## config.mk

```make
export PLATFORM = sky130hd
export DESIGN_NAME = bsg_manycore_link_sif_retimer
export DESIGN_NICKNAME = d
export VERILOG_FILES = /design/src/rtl/bsg_manycore_link_sif_retimer_pkg.sv /design/src/rtl/bsg_manycore_link_sif_retimer_two_fifo.sv /design/src/rtl/bsg_manycore_link_sif_retimer.sv
export SDC_FILE = /design/constraint.sdc
export NUM_CORES = 1
export LEC_CHECK = 0
export CAP_MARGIN = 20
export CORE_ASPECT_RATIO = 0.9
export CORE_MARGIN = 2
export CORE_UTILIZATION = 40
export DETAILED_ROUTE_END_ITERATION = 10
export DONT_BUFFER_PORTS = 1
export PLACE_DENSITY = 0.59
export SYNTH_ARGS = -nofsm -noshare
export SYNTH_HDL_FRONTEND = slang
export SYNTH_HIERARCHICAL = 1
export SYNTH_SLANG_ARGS = --single-unit
```

## constraint.sdc

```tcl
create_clock -name clk_i -period 4 [get_ports clk_i]
set_clock_uncertainty 0.2 [all_clocks]
set_input_delay 0.2 -clock clk_i [delete_from_list [all_inputs] [get_ports clk_i]]
set_output_delay 0.2 -clock clk_i [all_outputs]
set_load 0.02 [all_outputs]
```

## src/rtl/bsg_manycore_link_sif_retimer_pkg.sv

```systemverilog
// ---------------------------------------------------------------------------
// bsg_manycore_link_sif_retimer_pkg
//
// Purpose:
//   Shared definitions for the manycore link retimer: the request op and
//   return-type encodings, fixed field widths, and constant functions that
//   size the request packet, the return packet and a whole link_sif bundle
//   from the address / data / coordinate widths.
//
// Contents:
//   bsg_manycore_reg_id_width_gp        width of the reg_id field
//   bsg_manycore_packet_op_e            request packet opcode
//   bsg_manycore_return_packet_type_e   return packet type
//   bsg_manycore_packet_width()         bits in one request packet
//   bsg_manycore_return_packet_width()  bits in one return packet
//   bsg_manycore_link_sif_width()       bits in one link_sif bundle
// ---------------------------------------------------------------------------
package bsg_manycore_link_sif_retimer_pkg;

  localparam int bsg_manycore_reg_id_width_gp = 5;

  typedef enum logic [1:0] {
    e_remote_load  = 2'd0,
    e_remote_store = 2'd1,
    e_remote_amo   = 2'd2,
    e_cache_op     = 2'd3
  } bsg_manycore_packet_op_e;

  typedef enum logic [1:0] {
    e_return_credit   = 2'd0,
    e_return_int_wb   = 2'd1,
    e_return_float_wb = 2'd2,
    e_return_ifetch   = 2'd3
  } bsg_manycore_return_packet_type_e;

  localparam int bsg_manycore_op_width_gp          = $bits(bsg_manycore_packet_op_e);
  localparam int bsg_manycore_return_type_width_gp = $bits(bsg_manycore_return_packet_type_e);

  // A request carries an address, opcode, reg_id, payload, and both the
  // source and destination coordinates.
  function automatic int bsg_manycore_packet_width(input int addr_w, input int data_w,
                                                   input int x_w, input int y_w);
    return addr_w + bsg_manycore_op_width_gp + bsg_manycore_reg_id_width_gp
           + data_w + 2 * (x_w + y_w);
  endfunction

  // A return only needs to find its way back, so it carries one coordinate pair.
  function automatic int bsg_manycore_return_packet_width(input int data_w,
                                                          input int x_w, input int y_w);
    return bsg_manycore_return_type_width_gp + data_w + bsg_manycore_reg_id_width_gp
           + x_w + y_w;
  endfunction

  // Each of the two sub-channels adds a valid bit and a ready bit around its packet.
  function automatic int bsg_manycore_link_sif_width(input int addr_w, input int data_w,
                                                     input int x_w, input int y_w);
    return 4 + bsg_manycore_packet_width(addr_w, data_w, x_w, y_w)
             + bsg_manycore_return_packet_width(data_w, x_w, y_w);
  endfunction

endpackage

```

## src/rtl/bsg_manycore_link_sif_retimer_two_fifo.sv

```systemverilog
// ---------------------------------------------------------------------------
// bsg_two_fifo
//
// Purpose:
//   Two-entry valid/ready FIFO used as a full-throughput retiming stage.
//   Both handshake outputs come straight from flops, so nothing on the far
//   side of the buffer reaches the near side combinationally.
//
// Ports:
//   clk_i        clock
//   reset_i      synchronous active-high reset; empties the buffer
//   v_i          sender has a word on data_i
//   data_i       word to enqueue
//   ready_and_o  buffer is not full (registered)
//   v_o          buffer is not empty (registered)
//   data_o       head entry
//   ready_and_i  receiver takes the head entry when v_o is also high
// ---------------------------------------------------------------------------
module bsg_two_fifo #(
  parameter int width_p = 8
) (
  input  logic               clk_i,
  input  logic               reset_i,
  input  logic               v_i,
  input  logic [width_p-1:0] data_i,
  output logic               ready_and_o,
  output logic               v_o,
  output logic [width_p-1:0] data_o,
  input  logic               ready_and_i
);

  logic [width_p-1:0] mem_q [2];
  logic [width_p-1:0] mem_d [2];
  logic               rd_ptr_q, rd_ptr_d;
  logic               wr_ptr_q, wr_ptr_d;
  logic               full_q, full_d;
  logic               empty_q, empty_d;
  logic               enq, deq;

  // Next-state logic. Full and empty are tracked as separate flops so that
  // ready and valid are pure register outputs. Going full needs one entry
  // plus an enqueue without a dequeue; going empty needs one entry plus a
  // dequeue without an enqueue. A full buffer cannot enqueue, so any dequeue
  // from full leaves exactly one entry.
  always_comb begin
    enq      = v_i & ~full_q;
    deq      = ready_and_i & ~empty_q;
    mem_d    = mem_q;
    if (enq) begin
      mem_d[wr_ptr_q] = data_i;
    end
    rd_ptr_d = rd_ptr_q ^ deq;
    wr_ptr_d = wr_ptr_q ^ enq;
    full_d   = full_q  ? ~deq : (~empty_q & enq & ~deq);
    empty_d  = empty_q ? ~enq : (~full_q & deq & ~enq);
  end

  // Control state. Reset drops every buffered word by forcing empty, which
  // also makes the buffer ready again on the first reset edge.
  always_ff @(posedge clk_i) begin
    if (reset_i) begin
      rd_ptr_q <= 1'b0;
      wr_ptr_q <= 1'b0;
      full_q   <= 1'b0;
      empty_q  <= 1'b1;
    end else begin
      rd_ptr_q <= rd_ptr_d;
      wr_ptr_q <= wr_ptr_d;
      full_q   <= full_d;
      empty_q  <= empty_d;
    end
  end

  // Storage needs no reset: an entry is only visible once empty_q says so.
  always_ff @(posedge clk_i) begin
    mem_q <= mem_d;
  end

  assign ready_and_o = ~full_q;
  assign v_o         = ~empty_q;
  assign data_o      = mem_q[rd_ptr_q];

endmodule

```

## src/rtl/bsg_manycore_link_sif_retimer.sv

```systemverilog
// ---------------------------------------------------------------------------
// bsg_manycore_link_sif_retimer
//
// Purpose:
//   Pipeline stage for one manycore mesh link between side A and side B.
//   All four channels (fwd A->B, fwd B->A, rev A->B, rev B->A) pass through
//   their own two-entry FIFO, adding one cycle of latency at full rate.
//   Channels share nothing, so a stall on one never holds up another.
//
// Ports:
//   clk_i     clock
//   reset_i   synchronous active-high reset
//   link_a_i  link_sif driven by side A (its link_out)
//   link_a_o  link_sif to side A (its link_in)
//   link_b_i  link_sif driven by side B
//   link_b_o  link_sif to side B
// ---------------------------------------------------------------------------
module bsg_manycore_link_sif_retimer
  import bsg_manycore_link_sif_retimer_pkg::*;
#(
  parameter  int addr_width_p   = 32,
  parameter  int data_width_p   = 32,
  parameter  int x_cord_width_p = 7,
  parameter  int y_cord_width_p = 7,
  localparam int link_sif_width_lp =
    bsg_manycore_link_sif_width(addr_width_p, data_width_p, x_cord_width_p, y_cord_width_p)
) (
  input  logic                         clk_i,
  input  logic                         reset_i,
  input  logic [link_sif_width_lp-1:0] link_a_i,
  output logic [link_sif_width_lp-1:0] link_a_o,
  input  logic [link_sif_width_lp-1:0] link_b_i,
  output logic [link_sif_width_lp-1:0] link_b_o
);

  typedef struct packed {
    logic [addr_width_p-1:0]                 addr;
    bsg_manycore_packet_op_e                 op;
    logic [bsg_manycore_reg_id_width_gp-1:0] reg_id;
    logic [data_width_p-1:0]                 payload;
    logic [y_cord_width_p-1:0]               src_y_cord;
    logic [x_cord_width_p-1:0]               src_x_cord;
    logic [y_cord_width_p-1:0]               y_cord;
    logic [x_cord_width_p-1:0]               x_cord;
  } packet_s;

  typedef struct packed {
    bsg_manycore_return_packet_type_e        pkt_type;
    logic [data_width_p-1:0]                 data;
    logic [bsg_manycore_reg_id_width_gp-1:0] reg_id;
    logic [y_cord_width_p-1:0]               y_cord;
    logic [x_cord_width_p-1:0]               x_cord;
  } return_packet_s;

  typedef struct packed {
    logic    v;
    packet_s data;
    logic    ready_and_rev;
  } fwd_link_sif_s;

  typedef struct packed {
    logic           v;
    return_packet_s data;
    logic           ready_and_rev;
  } rev_link_sif_s;

  typedef struct packed {
    rev_link_sif_s rev;
    fwd_link_sif_s fwd;
  } link_sif_s;

  localparam int packet_width_lp        = $bits(packet_s);
  localparam int return_packet_width_lp = $bits(return_packet_s);

  link_sif_s      link_a_in, link_b_in, link_a_out, link_b_out;

  logic           fwd_ab_ready, fwd_ab_v;
  packet_s        fwd_ab_data;
  logic           fwd_ba_ready, fwd_ba_v;
  packet_s        fwd_ba_data;
  logic           rev_ab_ready, rev_ab_v;
  return_packet_s rev_ab_data;
  logic           rev_ba_ready, rev_ba_v;
  return_packet_s rev_ba_data;

  assign link_a_in = link_a_i;
  assign link_b_in = link_b_i;
  assign link_a_o  = link_a_out;
  assign link_b_o  = link_b_out;

  bsg_two_fifo #(.width_p(packet_width_lp)) fwd_ab_fifo (
    .clk_i      (clk_i),
    .reset_i    (reset_i),
    .v_i        (link_a_in.fwd.v),
    .data_i     (link_a_in.fwd.data),
    .ready_and_o(fwd_ab_ready),
    .v_o        (fwd_ab_v),
    .data_o     (fwd_ab_data),
    .ready_and_i(link_b_in.fwd.ready_and_rev)
  );

  bsg_two_fifo #(.width_p(packet_width_lp)) fwd_ba_fifo (
    .clk_i      (clk_i),
    .reset_i    (reset_i),
    .v_i        (link_b_in.fwd.v),
    .data_i     (link_b_in.fwd.data),
    .ready_and_o(fwd_ba_ready),
    .v_o        (fwd_ba_v),
    .data_o     (fwd_ba_data),
    .ready_and_i(link_a_in.fwd.ready_and_rev)
  );

  bsg_two_fifo #(.width_p(return_packet_width_lp)) rev_ab_fifo (
    .clk_i      (clk_i),
    .reset_i    (reset_i),
    .v_i        (link_a_in.rev.v),
    .data_i     (link_a_in.rev.data),
    .ready_and_o(rev_ab_ready),
    .v_o        (rev_ab_v),
    .data_o     (rev_ab_data),
    .ready_and_i(link_b_in.rev.ready_and_rev)
  );

  bsg_two_fifo #(.width_p(return_packet_width_lp)) rev_ba_fifo (
    .clk_i      (clk_i),
    .reset_i    (reset_i),
    .v_i        (link_b_in.rev.v),
    .data_i     (link_b_in.rev.data),
    .ready_and_o(rev_ba_ready),
    .v_o        (rev_ba_v),
    .data_o     (rev_ba_data),
    .ready_and_i(link_a_in.rev.ready_and_rev)
  );

  // Reassemble each outgoing link_sif. A side's outgoing bundle carries the
  // traffic headed toward it plus the ready of the FIFO it feeds.
  always_comb begin
    link_a_out.fwd.v             = fwd_ba_v;
    link_a_out.fwd.data          = fwd_ba_data;
    link_a_out.fwd.ready_and_rev = fwd_ab_ready;
    link_a_out.rev.v             = rev_ba_v;
    link_a_out.rev.data          = rev_ba_data;
    link_a_out.rev.ready_and_rev = rev_ab_ready;

    link_b_out.fwd.v             = fwd_ab_v;
    link_b_out.fwd.data          = fwd_ab_data;
    link_b_out.fwd.ready_and_rev = fwd_ba_ready;
    link_b_out.rev.v             = rev_ab_v;
    link_b_out.rev.data          = rev_ab_data;
    link_b_out.rev.ready_and_rev = rev_ba_ready;
  end

endmodule

```

== Word-level counts from Yosys, hierarchy flattened ==
Cells that the tools add are included.

* Bits in registers: 624
* Bits in latches: 0
* Memory bits (writable): 0
* ROM bits: 0
* Input bits: 314
* Output and inout port bits: 312
* Logic and storage cells: 128
* Memories kept: 0

* Add/subtract/negate cells: 0
* Multiply operators: 0
* Divide/modulo/power cells: 0
* $lt $le $gt $ge: 12
* Equal/unequal tests: 0
* Shift operators: 0
* Muxes and demuxes: 32
* Bitwise gates (word level): 56
* Reductions and logical operators: 4

{| class="wikitable"
|+ Operators with widths
! kind !! number
|-
| $mux W99 || 8
|-
| $mux W53 || 8
|-
| $bwmux W198 || 2
|-
| $bwmux W106 || 2
|-
| $demux W99 S1 || 2
|-
| $demux W53 S1 || 2
|-
| $and A1 B1 Y1 || 24
|-
| $ge A2 B2 Y1 const B || 8
|-
| $not A1 Y1 || 16
|-
| $not A1 Y2 || 8
|-
| $lt A2 B1 Y1 const B || 4
|-
| $mux W1 || 8
|-
| $xor A1 B1 Y1 || 8
|-
| $logic_and A1 B1 Y1 || 4
|}

== Logic depth before layout (Yosys ltp) ==
* Depth in word-level cells: 6
* Gate-level depth with buffers: 4
* Gate-level depth less buffers: 3

== By module ==
The synthesis kept the hierarchy.

{| class="wikitable"
|+ Modules (own cells, without submodules)
! module !! times used !! cells an instance !! area each (um^2)
|-
| bsg_two_fifo at fwd_ab_fifo ... || 2 || 329 || 7370.8
|-
| bsg_two_fifo at rev_ab_fifo ... || 2 || 186 || 4038.9
|-
| bsg_manycore_link_sif_retimer || 1 || 8 || 60.1
|}

== Worst setup path before layout ==
No wires, ideal clock.

* Kind: reg2reg
* Start: reg fwd_ab_fifo.full_q
* End: reg fwd_ab_fifo/mem_q[0] (netlist name), enable pin
* Arrival time: 2.853 ns
* Slack: 0.477 ns
* Stages on the path, launching flop included: 3
* Buffers on the path: 0
* Period minus slack after synthesis: 3.523 ns
* Cell sequence: dfxtp_1 > nor2b_1 > ha_1

* Cells in the longest elaborated chain, start to end: 2

{| class="wikitable"
|+ Ends and longest elaborated chain
! item !! line !! source
|-
| start, declared || bsg_manycore_link_sif_retimer_two_fifo.sv:36 || <nowiki>logic full_q, full_d;</nowiki>
|-
| start signal, assigned || bsg_manycore_link_sif_retimer_two_fifo.sv:69 || <nowiki>full_q <= full_d;</nowiki>
|-
| $not A1 Y1 || bsg_manycore_link_sif_retimer_two_fifo.sv:46 || <nowiki>enq = v_i & ~full_q;</nowiki>
|-
| $and A1 B1 Y1 || bsg_manycore_link_sif_retimer_two_fifo.sv:46 ||
|-
| end signal, assigned || bsg_manycore_link_sif_retimer_two_fifo.sv:76 || <nowiki>mem_q <= mem_d;</nowiki>
|-
| end, declared || bsg_manycore_link_sif_retimer_two_fifo.sv:32 || <nowiki>logic [width_p-1:0] mem_q [2];</nowiki>
|}

Every way passes these cells.
A chain may end at the register's enable or synchronous reset.

== Worst setup path after layout ==
* Start: reg fwd_ba_fifo.rd_ptr_q
* End: out link_a_o[98]

* Cells in the longest elaborated chain, start to end: 4

{| class="wikitable"
|+ Ends and longest elaborated chain
! item !! line !! source
|-
| start, declared || bsg_manycore_link_sif_retimer_two_fifo.sv:34 || <nowiki>logic rd_ptr_q, rd_ptr_d;</nowiki>
|-
| start signal, assigned || bsg_manycore_link_sif_retimer_two_fifo.sv:67 || <nowiki>rd_ptr_q <= rd_ptr_d;</nowiki>
|-
| $not A1 Y2 (not written as such) || bsg_manycore_link_sif_retimer_two_fifo.sv:81 || <nowiki>assign data_o = mem_q[rd_ptr_q];</nowiki>
|-
| $mux W99 (not written as such) (3 in a row) || bsg_manycore_link_sif_retimer_two_fifo.sv:81 ||
|-
| end, declared || bsg_manycore_link_sif_retimer.sv:31 || <nowiki>output logic [link_sif_width_lp-1:0] link_a_o,</nowiki>
|}

Every way passes these cells. The select of a mux whose other input is x is not followed.

==> results.sh <==
export IMPL_die_h_um=231
export IMPL_grt_use_total=0.163
export IMPL_powerDensity_mw_per_mm2=518
export IMPL_leakage_nw=9.58
export IMPL_rrSetupSlack_ns=1.59
export IMPL_min_period_ns=2.91
export IMPL_area_growth_syn_to_layout_pct=26.2
export IMPL_max_vdd_ir_drop_v=0.000343
export IMPL_status="finished clean"
export IMPL_post_drt_wl_per_cell_um=22.6
export IMPL_cpMaxStageDelayCell="dfxtp_4"
export IMPL_final_cell_mix="608 x edfxtp_1, 334 x dlygate4sd3_1, 308 x mux2_2, 61 x clkbuf_16"
export IMPL_finalHoldViolCount=0
export IMPL_synth_avg_cell_area_um2=22.0
export IMPL_arrival_ns=2.51
export IMPL_hold_path_end="fwd_ab_fifo/mem_q[68]$_DFFE_PP_"
export IMPL_relSlewSlack=0.311
export IMPL_mostFrequentLayoutCell="edfxtp_1"
export IMPL_setup_violations=0
export IMPL_core_mm2=0.0568
export IMPL_dp_hpwl_mm=33.3
export IMPL_nets=1734
export IMPL_ys_seq_area_frac=0.812
export IMPL_vias_per_cell=4.90
export IMPL_instances_no_fill=2226
export IMPL_crit_family="flip-flops"
export IMPL_std_cell_rows=83
export IMPL_overflow=0
export IMPL_globalplace_congestion=0.806
export IMPL_post_route_period_util=0.727
export IMPL_die_area_mm2=0.0591
export IMPL_routed_wl_mm=50.4
export IMPL_cts_root_buffer="clkbuf_16"
export IMPL_final_antenna_net_count=0
export IMPL_reg2reg_to="fwd_ab_fifo/mem_q[44]$_DFFE_PP_"
export IMPL_regToRegStartpoint="fwd_ab_fifo/full_q$_SDFF_PP0_"
export IMPL_syn_area_mm2=0.0229
export IMPL_syn_nets=1360
export IMPL_ff2ff_path_depth=3
export IMPL_grt_met3_usage=0.0522
export IMPL_layout_drive_gt1_share=0.292
export IMPL_fillers=4511
export IMPL_slowest_delay_ns=0.94
export IMPL_grt_max_degree=70
export IMPL_cts_setup_buffers=0
export IMPL_drv_cap=0
export IMPL_dp_cells=1780
export IMPL_clk_latency_ns=0.60
export IMPL_finalPower_mw=15.0
export IMPL_die_x_um=256
export IMPL_worst_path_buf_inv=1
export IMPL_rsz0062_at_grt="false"
export IMPL_grt_pass1_wl_mm=72.9
export IMPL_path_cells="buf_4, mux2_2"
export IMPL_numPortBuffers=0
export IMPL_synth_cell_types=15
export IMPL_grt_util_met1=0.186
export IMPL_hp_class="input pin to register"
export IMPL_syn_inst=1038
export IMPL_drt_iter0_drc=759
export IMPL_crit_required_ns=3.60
export IMPL_path_clk_slew_ns=0.06
export IMPL_clock_path_buffers=3
export IMPL_tns_ns=0
export IMPL_start_util=0.403
export IMPL_min_from="link_a_i[69]"
export IMPL_vias=10900
export IMPL_antenna_found_initial=4
export IMPL_io_pins=626
export IMPL_drv_slew=0
export IMPL_cts_sinks=624
export IMPL_cts_tree="built"
export IMPL_hold_depth=1
export IMPL_remaining_drc_errors=0
export IMPL_yosysWarnings=6
export IMPL_htreeDepth=2
export IMPL_drt_pass1_iter_count=6
export IMPL_synth_seq_cells=624
export IMPL_grt_pass1_vias=11600
export IMPL_fmax_mhz=344
export IMPL_path_max_fanout=69
export IMPL_critical_path_class="register to output port"
export IMPL_tightest_slew_ns=1.03
export IMPL_start_kind="register"
export IMPL_cts_made_buffers=60
export IMPL_grt_util_met2=0.287
export IMPL_end_kind="output port"
export IMPL_busiest_layer="met2"
stage by stage:
stage	hold slack, ns	instance area [um2]	setup slack, ns	util
6_report	0.0477	28900	1.09	0.508
2_1_floorplan	0.0667	22900	0.477	-
3_3_place_gp	0.0727	23600	1.62	0.416
5_1_grt	0.0176	28900	0.932	0.508
4_1_cts	0.000690	28900	1.03	0.508
3_5_place_dp	0.0776	23600	1.61	0.416
where the power goes:
part / internal [mW] / switching [mW] / total, mW
Sequential: 7.70 / 0.155 / 7.86
Combinational: 0.625 / 1.08 / 1.70
Clock: 3.04 / 2.35 / 5.39
repair_timing:
item                      4_1_cts  5_1_grt
resized for setup               0        0
hold buffers                  335        0
hold endpoints to repair      624        0
metal layers:
| layer | vias up | wire (um) |
|---|---|---|
| li1 | 4839 | - |
| met1 | 5524 | 18900 |
| met2 | 436 | 26400 |
| met3 | 94 | 3640 |
| met4 | 6 | 1440 |
| met5 | - | 36 |
cell usage after synthesis (all sizes together):
cell type / n / share of area
clkbuf: 2 / 0.0012
nand2b: 8 / 0.0022
edfxtp: 608 / 0.80
nor2: 12 / 0.0020
mux2: 308 / 0.15
ha: 8 / 0.0044
dfxtp: 16 / 0.014
nor2b: 12 / 0.0033
a22oi: 4 / 0.0013
buf: 40 / 0.018
inv: 16 / 0.0026
a211oi: 4 / 0.0013
state kept, by name (all words and copies together) (netlist names):
register	flops
fwd_ab_fifo/rd_ptr_q	1
rev_ab_fifo/wr_ptr_q	1
fwd_ba_fifo/wr_ptr_q	1
rev_ab_fifo/full_q	1
rev_ba_fifo/empty_q	1
rev_ba_fifo/rd_ptr_q	1
fwd_ba_fifo/rd_ptr_q	1
rev_ba_fifo/full_q	1
rev_ab_fifo/rd_ptr_q	1
fwd_ab_fifo/mem_q	198
fwd_ba_fifo/empty_q	1
rev_ba_fifo/mem_q	106
fwd_ab_fifo/wr_ptr_q	1
rev_ab_fifo/mem_q	106
rev_ba_fifo/wr_ptr_q	1
fwd_ab_fifo/empty_q	1
fwd_ba_fifo/mem_q	198
fwd_ba_fifo/full_q	1
rev_ab_fifo/empty_q	1
fwd_ab_fifo/full_q	1
how the worst max path moves through the flow:
stage,depth (start not counted),endpoint,from,slack (ns)
after floorplan,2,fwd_ab_fifo/mem_q[0]$_DFFE_PP_,fwd_ab_fifo/full_q$_SDFF_PP0_,0.48
after global placement,3,fwd_ab_fifo/mem_q[56]$_DFFE_PP_,fwd_ab_fifo/full_q$_SDFF_PP0_,1.62
after detailed placement,3,fwd_ab_fifo/mem_q[63]$_DFFE_PP_,fwd_ab_fifo/full_q$_SDFF_PP0_,1.61
after CTS,2,link_a_o[98],fwd_ba_fifo/rd_ptr_q$_SDFF_PP0_,1.03
after global routing,2,link_a_o[98],fwd_ba_fifo/rd_ptr_q$_SDFF_PP0_,0.93
final,2,link_a_o[98],fwd_ba_fifo/rd_ptr_q$_SDFF_PP0_,1.09
cells by family after synthesis:
family          count (synthesis)  synth area share
compound gates                  8           0.00263
fa+ha+maj                       8           0.00438
buf+inv                        58            0.0220
flops                         624             0.812
mux                           308             0.152
simple gates                   32           0.00744
cell type report:
type                            count  area [um2]  share of cell area
Tap cell                          765         957              0.0331
Timing Repair Buffer              354        3540               0.123
Multi-Input combinational cell    356        3860               0.134
Clock buffer                       71        1560              0.0542
Inverter                           16        60.1             0.00208
Clock inverter                     39         308              0.0107
Sequential cell                   624       18600               0.644
Antenna cell                        1        2.50           0.0000866
worst reg2reg max path: stages, from the launching register on:
cell     delay (ns)
dfxtp_1        0.32
nor2b_1        0.35
ha_4           0.67
buf_4          0.50
(Power assumes the default switching activity.)
